**src/rtl/seg_pkg.sv**
```systemverilog
// Shared types and constants for the seven-segment scan multiplexer.
package seg_pkg;

    typedef enum logic {
        ST_BLANK = 1'b0,
        ST_SHOW  = 1'b1
    } state_t;

    typedef logic [3:0] nibble_t;

    // Wide all-ones pattern; users slice it down to their anode count.
    localparam logic [63:0] ANODE_OFF = '1;

endpackage

```
**src/rtl/seg_slot_timer.sv**
```systemverilog
// Free-running slot counter: PRESCALE clocks per digit slot, with strobes
// marking the last blank cycle and the last cycle of the slot.
module seg_slot_timer #(
    parameter int PRESCALE  = 50000,
    parameter int BLANK_CYC = 16
) (
    input  logic clk,
    input  logic rst_n,
    output logic blank_done,
    output logic slot_done
);

    localparam int CNT_W = $clog2(PRESCALE);
    localparam logic [CNT_W-1:0] BLANK_LAST = CNT_W'(BLANK_CYC - 1);
    localparam logic [CNT_W-1:0] SLOT_LAST  = CNT_W'(PRESCALE - 1);

    if (BLANK_CYC < 1 || PRESCALE <= BLANK_CYC) begin : g_param_err
        $error("seg_slot_timer: need BLANK_CYC >= 1 and PRESCALE > BLANK_CYC");
    end

    logic [CNT_W-1:0] cnt_q;
    logic [CNT_W-1:0] cnt_d;

    always_comb begin
        blank_done = (cnt_q == BLANK_LAST);
        slot_done  = (cnt_q == SLOT_LAST);
        cnt_d      = slot_done ? '0 : cnt_q + 1'b1;
    end

    always_ff @(posedge clk) begin
        if (!rst_n) begin
            cnt_q <= '0;
        end else begin
            cnt_q <= cnt_d;
        end
    end

endmodule

```
**src/rtl/seg_scan_mux.sv**
```systemverilog
// Time-multiplexed 7-segment digit scanner with double-buffered display value.
// Define SEG_LZB_EN to enable leading-zero blanking.
module seg_scan_mux
    import seg_pkg::*;
#(
    parameter int N_DIGITS  = 4,
    parameter int PRESCALE  = 50000,
    parameter int BLANK_CYC = 16
) (
    input  logic                  clk,
    input  logic                  rst_n,
    input  logic [4*N_DIGITS-1:0] data_i,
    input  logic                  load_i,
    output logic [3:0]            nib_o,
    output logic [N_DIGITS-1:0]   an_o,
    output logic                  blank_o,
    output logic                  frame_o
);

    localparam int DATA_W = 4 * N_DIGITS;
    localparam int IDX_W  = (N_DIGITS > 1) ? $clog2(N_DIGITS) : 1;
    localparam logic [IDX_W-1:0]    IDX_LAST = IDX_W'(N_DIGITS - 1);
    localparam logic [N_DIGITS-1:0] AN_IDLE  = ANODE_OFF[N_DIGITS-1:0];

    if (BLANK_CYC < 1 || PRESCALE <= BLANK_CYC || N_DIGITS < 1) begin : g_param_err
        $error("seg_scan_mux: illegal N_DIGITS/PRESCALE/BLANK_CYC combination");
    end

    state_t              state_q, state_d;
    logic [IDX_W-1:0]    idx_q, idx_d;
    logic [DATA_W-1:0]   active_q, active_d;
    logic [DATA_W-1:0]   shadow_q, shadow_d;
    logic                pend_q, pend_d;
    nibble_t             nib_q, nib_d;
    logic [N_DIGITS-1:0] an_q, an_d;
    logic                blank_q, blank_d;
    logic                frame_q, frame_d;

    logic                blank_done;
    logic                slot_done;
    logic                wrap;
    nibble_t             digits [N_DIGITS];
    logic [N_DIGITS-1:0] suppress;
`ifdef SEG_LZB_EN
    logic                zero_above;
`endif

    seg_slot_timer #(
        .PRESCALE  (PRESCALE),
        .BLANK_CYC (BLANK_CYC)
    ) u_timer (
        .clk        (clk),
        .rst_n      (rst_n),
        .blank_done (blank_done),
        .slot_done  (slot_done)
    );

    always_comb begin
        state_d = state_q;
        idx_d   = idx_q;
        wrap    = 1'b0;
        case (state_q)
            ST_BLANK: begin
                if (blank_done) begin
                    state_d = ST_SHOW;
                end
            end
            ST_SHOW: begin
                if (slot_done) begin
                    state_d = ST_BLANK;
                    wrap    = (idx_q == IDX_LAST);
                    idx_d   = wrap ? '0 : idx_q + 1'b1;
                end
            end
            default: state_d = ST_BLANK;
        endcase
    end

    // The displayed value only changes at the frame boundary, so a frame never tears.
    always_comb begin
        active_d = active_q;
        shadow_d = shadow_q;
        pend_d   = pend_q;
        if (wrap) begin
            pend_d = 1'b0;
            if (load_i) begin
                active_d = data_i;
            end else if (pend_q) begin
                active_d = shadow_q;
            end
        end else if (load_i) begin
            shadow_d = data_i;
            pend_d   = 1'b1;
        end
    end

    for (genvar k = 0; k < N_DIGITS; k++) begin : g_digits
        assign digits[k] = active_d[4*k +: 4];
    end

`ifdef SEG_LZB_EN
    always_comb begin
        zero_above = 1'b1;
        suppress   = '0;
        for (int k = N_DIGITS - 1; k >= 0; k--) begin
            zero_above = zero_above & (digits[k] == 4'h0);
            if (k > 0) begin
                suppress[k] = zero_above;
            end
        end
    end
`else
    always_comb begin
        suppress = '0;
    end
`endif

    // Outputs are decoded from next-state values so the registers track the FSM with no lag.
    always_comb begin
        nib_d   = digits[idx_d];
        an_d    = AN_IDLE;
        blank_d = 1'b1;
        frame_d = wrap;
        if (state_d == ST_SHOW && !suppress[idx_d]) begin
            an_d[idx_d] = 1'b0;
            blank_d     = 1'b0;
        end
    end

    always_ff @(posedge clk) begin
        if (!rst_n) begin
            state_q  <= ST_BLANK;
            idx_q    <= '0;
            active_q <= '0;
            shadow_q <= '0;
            pend_q   <= 1'b0;
            nib_q    <= '0;
            an_q     <= AN_IDLE;
            blank_q  <= 1'b1;
            frame_q  <= 1'b0;
        end else begin
            state_q  <= state_d;
            idx_q    <= idx_d;
            active_q <= active_d;
            shadow_q <= shadow_d;
            pend_q   <= pend_d;
            nib_q    <= nib_d;
            an_q     <= an_d;
            blank_q  <= blank_d;
            frame_q  <= frame_d;
        end
    end

    assign nib_o   = nib_q;
    assign an_o    = an_q;
    assign blank_o = blank_q;
    assign frame_o = frame_q;

endmodule

```
**config.mk**
```make
export PLATFORM = sky130hd
export DESIGN_NAME = seg_scan_mux
export DESIGN_NICKNAME = d
export VERILOG_FILES = /design/src/rtl/seg_pkg.sv /design/src/rtl/seg_slot_timer.sv /design/src/rtl/seg_scan_mux.sv
export SDC_FILE = /design/constraint.sdc
export NUM_CORES = 1
export LEC_CHECK = 0
export CAP_MARGIN = 20
export CORE_UTILIZATION = 50
export DETAILED_ROUTE_END_ITERATION = 8
export PLACE_DENSITY = 0.75
export SLEW_MARGIN = 20
export SYNTH_ARGS = -nofsm -noshare
export SYNTH_HDL_FRONTEND = slang
export SYNTH_SLANG_ARGS = --single-unit
```
**constraint.sdc**
```tcl
create_clock -name clk -period 2.85 [get_ports clk]
set_input_delay 0.7125 -clock clk [delete_from_list [all_inputs] [get_ports clk]]
set_output_delay 0.7125 -clock clk [all_outputs]
set_load 0.01 [all_outputs]
```
==> metrics.md <==
| Metric | Value |
|---|---|
| Endpoint required time on the critical path | 3080 ps |
| Final period demand of the worst path | 2550 ps |
| Cell type with the largest total area after synthesis | sky130_fd_sc_hd__dfxtp_1 |
| Yosys warning total | 0 |
| Area fraction of the dominant cell type after synthesis | 45.4% |
| Layout cells sized above 1 | 10.8% |
| Area delta synth->final | 19.2% |
| Share of synthesized registers carrying an async set or reset | 0% |
| Register bit count reported by yosys | 62 |
| Sequential power share | 52.4% |
| Antenna diode count | 0 |
| Cells after synthesis | 311 |
| Final worst-path setup slack | 297 ps |
| Most common library cells after synthesis | 62 x sky130_fd_sc_hd__dfxtp_1, 38 x sky130_fd_sc_hd__nand2_1, 35 x sky130_fd_sc_hd__nor2_1 |
| CP Capture Type | register |
| Status | finished, final reports clean |
| Post-synthesis average cell area | 8.79 µm² |
| Combinational family with the most area after synthesis | simple AND/OR/NAND/NOR gates |
| Most frequently used flop master after synthesis | sky130_fd_sc_hd__dfxtp_1 |
| Arrival time of the worst setup path | 2790 ps |
| Final period util | 89.6% |
| Drt total wl | 5670 µm |
| Count of fill cells added during filler insertion | 456 |
| Maximum fanout count along the critical path | 17 |
| Grt total ovfl | 0 |
| Routed via count | 2,236 |
| Global-route wire length before repair | 9570 µm |
| Pre-antenna DRT Iters | 4 |
| Clock share of power | 42.6% |
| Synth unique cells | 40 |
| Number of enable flip-flop cells after synthesis | 0 |
| DRC violation count after routing | 0 |
| Worst slack at placement | 304 ps |
| Synth Area in Adders | 0.915% |
| Multiplexer share of the synthesized area | 2.47% |
| Post-CTS Hold Buffers | 0 |
| Buffer cell driving the clock tree root | sky130_fd_sc_hd__clkbuf_8 |
| Final number of hold-violating endpoints | 0 |
| Power dissipated by switching net loads | 0.396 mW |
| Share of synthesized cell area in and, or, nand and nor gates | 26.5% |
| Initial DRC count | 119 |
| Highest clock rate | 392 MHz |
| PnR Total Power | 1.71 mW |
| Clock skew | 9.14 ps |
| Total setup buffers inserted after CTS | 0 |
| Number of buffers added by the clock tree synthesis step | 9 |
| Xor-xnor portion of the synthesized cell area | 4.48% |
| Max-slew violation total from the final report | 0 |
| Count of max-cap constraint violations | 0 |
| Total number of clock tree sinks | 62 |
| Setup repair after global routing missed its margin | false |
| Crit path kind | reg -> reg |
| Vias in the first global route | 2,061 |
| Headroom to the max-slew limit | 68.3% |
| Post-cts repair resize count | 0 |
| Worst R2R Setup Slack | 300 ps |
| Min Hold Slack | 460 ps |
| Nets in the synthesized netlist | 332 |
| Ranking of synthesized cells by area | sky130_fd_sc_hd__dfxtp_1 45%, sky130_fd_sc_hd__nand2_1 5.2%, sky130_fd_sc_hd__nand3_1 4.9% |
| IR Drop Worst-Case VDD | 0.415 mV |
| Critical path launch point type | register |
| Register area share after synthesis | 45.4% |
| Internal | 1.31 mW |
| Die Span Y | 76.0 µm |
| Final routed wire length divided by cell count | 13.7 µm |
| Total routing resource utilization after global routing | 21.1% |
| NumNets Final | 360 |
| Area inside the core boundary | 5170 µm² |
| Count of placed standard cells in the final layout, fillers left out | 414 |
| Number of nets still failing antenna checks after routing | 0 |
| Setup violation total in the final timing report | 0 |
| Static power due to leakage | 1.29 nW |
| Antenna violations before repair | 0 |
| Transition at the pin with the smallest max-transition slack | 471 ps |
| Mapped cell area | 2740 µm² |
| Number of cells on the worst reg-to-reg path | 7 |
| Most repeated cell in the gate-level netlist after synthesis | sky130_fd_sc_hd__dfxtp_1 |
| Avg Vias per Cell | 5.40 |
| Total Negative Setup Slacks | 0 ps |
| Tightest Hold Check Type | reg -> reg |
| Die W | 76.0 µm |
| Row cnt | 26 |
| Pwr Density | 524 nW/µm² |
| H-tree levels | 3 |
| CTS tree | done |
| I/O pin total | 29 |
| Maximum number of pins on one net before global-route repair | 44 |
| Clock insertion delay at the later pin of the skew report | 340 ps |
| Switching power as a share of total power | 23.2% |
| Total Die Area | 5770 µm² |
| Worst-path clk slew | 70 ps |
| Number of cells in the design after placement | 398 |
| Port bufs | 28 |
| Max Buffers Root-to-Sink | 2 |
| Dpl hpwl | 3760 µm |
| Cell depth of the worst hold path | 2 |
| Compound-Gate Fraction of Synth Area | 16.6% |
| Part of the power in combinational logic | 5.1% |
| RePlAce Congestion | 0.738 |
| Effective utilization at floorplan | 52.9% |
-- worst max-delay path: stages, from the launching register on --
cell and delay, ps:
sky130_fd_sc_hd__dfxtp_1 350, sky130_fd_sc_hd__or4_4 570, sky130_fd_sc_hd__nor4_4 420, sky130_fd_sc_hd__nand2_2 290, sky130_fd_sc_hd__a22oi_1 230, sky130_fd_sc_hd__nand2_1 110
sky130_fd_sc_hd__mux2_2 270, sky130_fd_sc_hd__o211a_1 190
-- power by group through the flow --
| stage | Combinational [mW] | Clock, mW | Sequential [mW] |
|---|---|---|---|
| 2_1_floorplan | 0.0424 | 0 | 0.911 |
| 3_3_place_gp | 0.0852 | 0 | 0.914 |
| 3_5_place_dp | 0.0864 | 0 | 0.915 |
| 4_1_cts | 0.0868 | 0.749 | 0.895 |
| 5_1_grt | 0.0959 | 0.788 | 0.897 |
| 6_report | 0.0864 | 0.728 | 0.896 |
-- logic make-up after synthesis --
group,after synthesis
fa+ha+maj,2
simple gates,145
xor+xnor,14
buf+inv,21
flops,62
mux,5
compound gates,62
-- layer usage --
layer	track usage, %	vias to the layer above	part of all wire, %
met4	6.92	0	0.97
li1	-	1145	-
met3	7.59	4	4.9
met2	32.1	47	45
met1	27.7	1040	49
met5	0	-	0
-- per-stage QoR --
stage	utilization, %	cell area (µm²)
floorplan	-	2740
global placement	59.3	3070
detailed placement	59.3	3070
CTS	63.0	3260
global route	63.0	3260
finish	63.0	3260
-- placed cells by master (no fill, tap or decap), types with 9 or more instances in the layout --
master / instances
sky130_fd_sc_hd__nand3_1: 27
sky130_fd_sc_hd__clkdlybuf4s50_1: 28
sky130_fd_sc_hd__nand2_1: 38
sky130_fd_sc_hd__a21boi_0: 16
sky130_fd_sc_hd__nor2_1: 35
sky130_fd_sc_hd__a22oi_1: 10
sky130_fd_sc_hd__xor2_1: 9
sky130_fd_sc_hd__o21ai_0: 12
sky130_fd_sc_hd__clkbuf_8: 12
sky130_fd_sc_hd__dfxtp_1: 62
sky130_fd_sc_hd__and2_1: 13
-- area by class of cell --
type	count	area (µm²)	area share [%]
multi-input combinational	228	1390	42.7
clock buffer	12	165	5.07
timing repair buffer	35	333	10.2
clock inverter	4	28.8	0.883
sequential	62	1240	38.1
tap	70	87.6	2.69
inverter	3	11.3	0.345
-- sequential cells by signal (all words and copies together), names as in the netlist, 2 cells and up --
name and count:
nib_o 4, active_q 16, an_o 4, shadow_q 16, idx_q 2, u_timer.cnt_q 16
-- path summary, 6_finish.rpt --
| check | startpoint | end |
|---|---|---|
| setup / recovery | u_timer.cnt_q[11]$_SDFF_PP0_ | nib_o[0]$_SDFF_PN0_ |
| hold reg to reg | shadow_q[7]$_SDFFE_PN0P_ | shadow_q[7]$_SDFFE_PN0P_ |
| setup reg to reg | u_timer.cnt_q[11]$_SDFF_PP0_ | nib_o[0]$_SDFF_PN0_ |
| hold / removal | shadow_q[7]$_SDFFE_PN0P_ | shadow_q[7]$_SDFFE_PN0P_ |
Note: power is estimated with default switching activity, not from simulation.
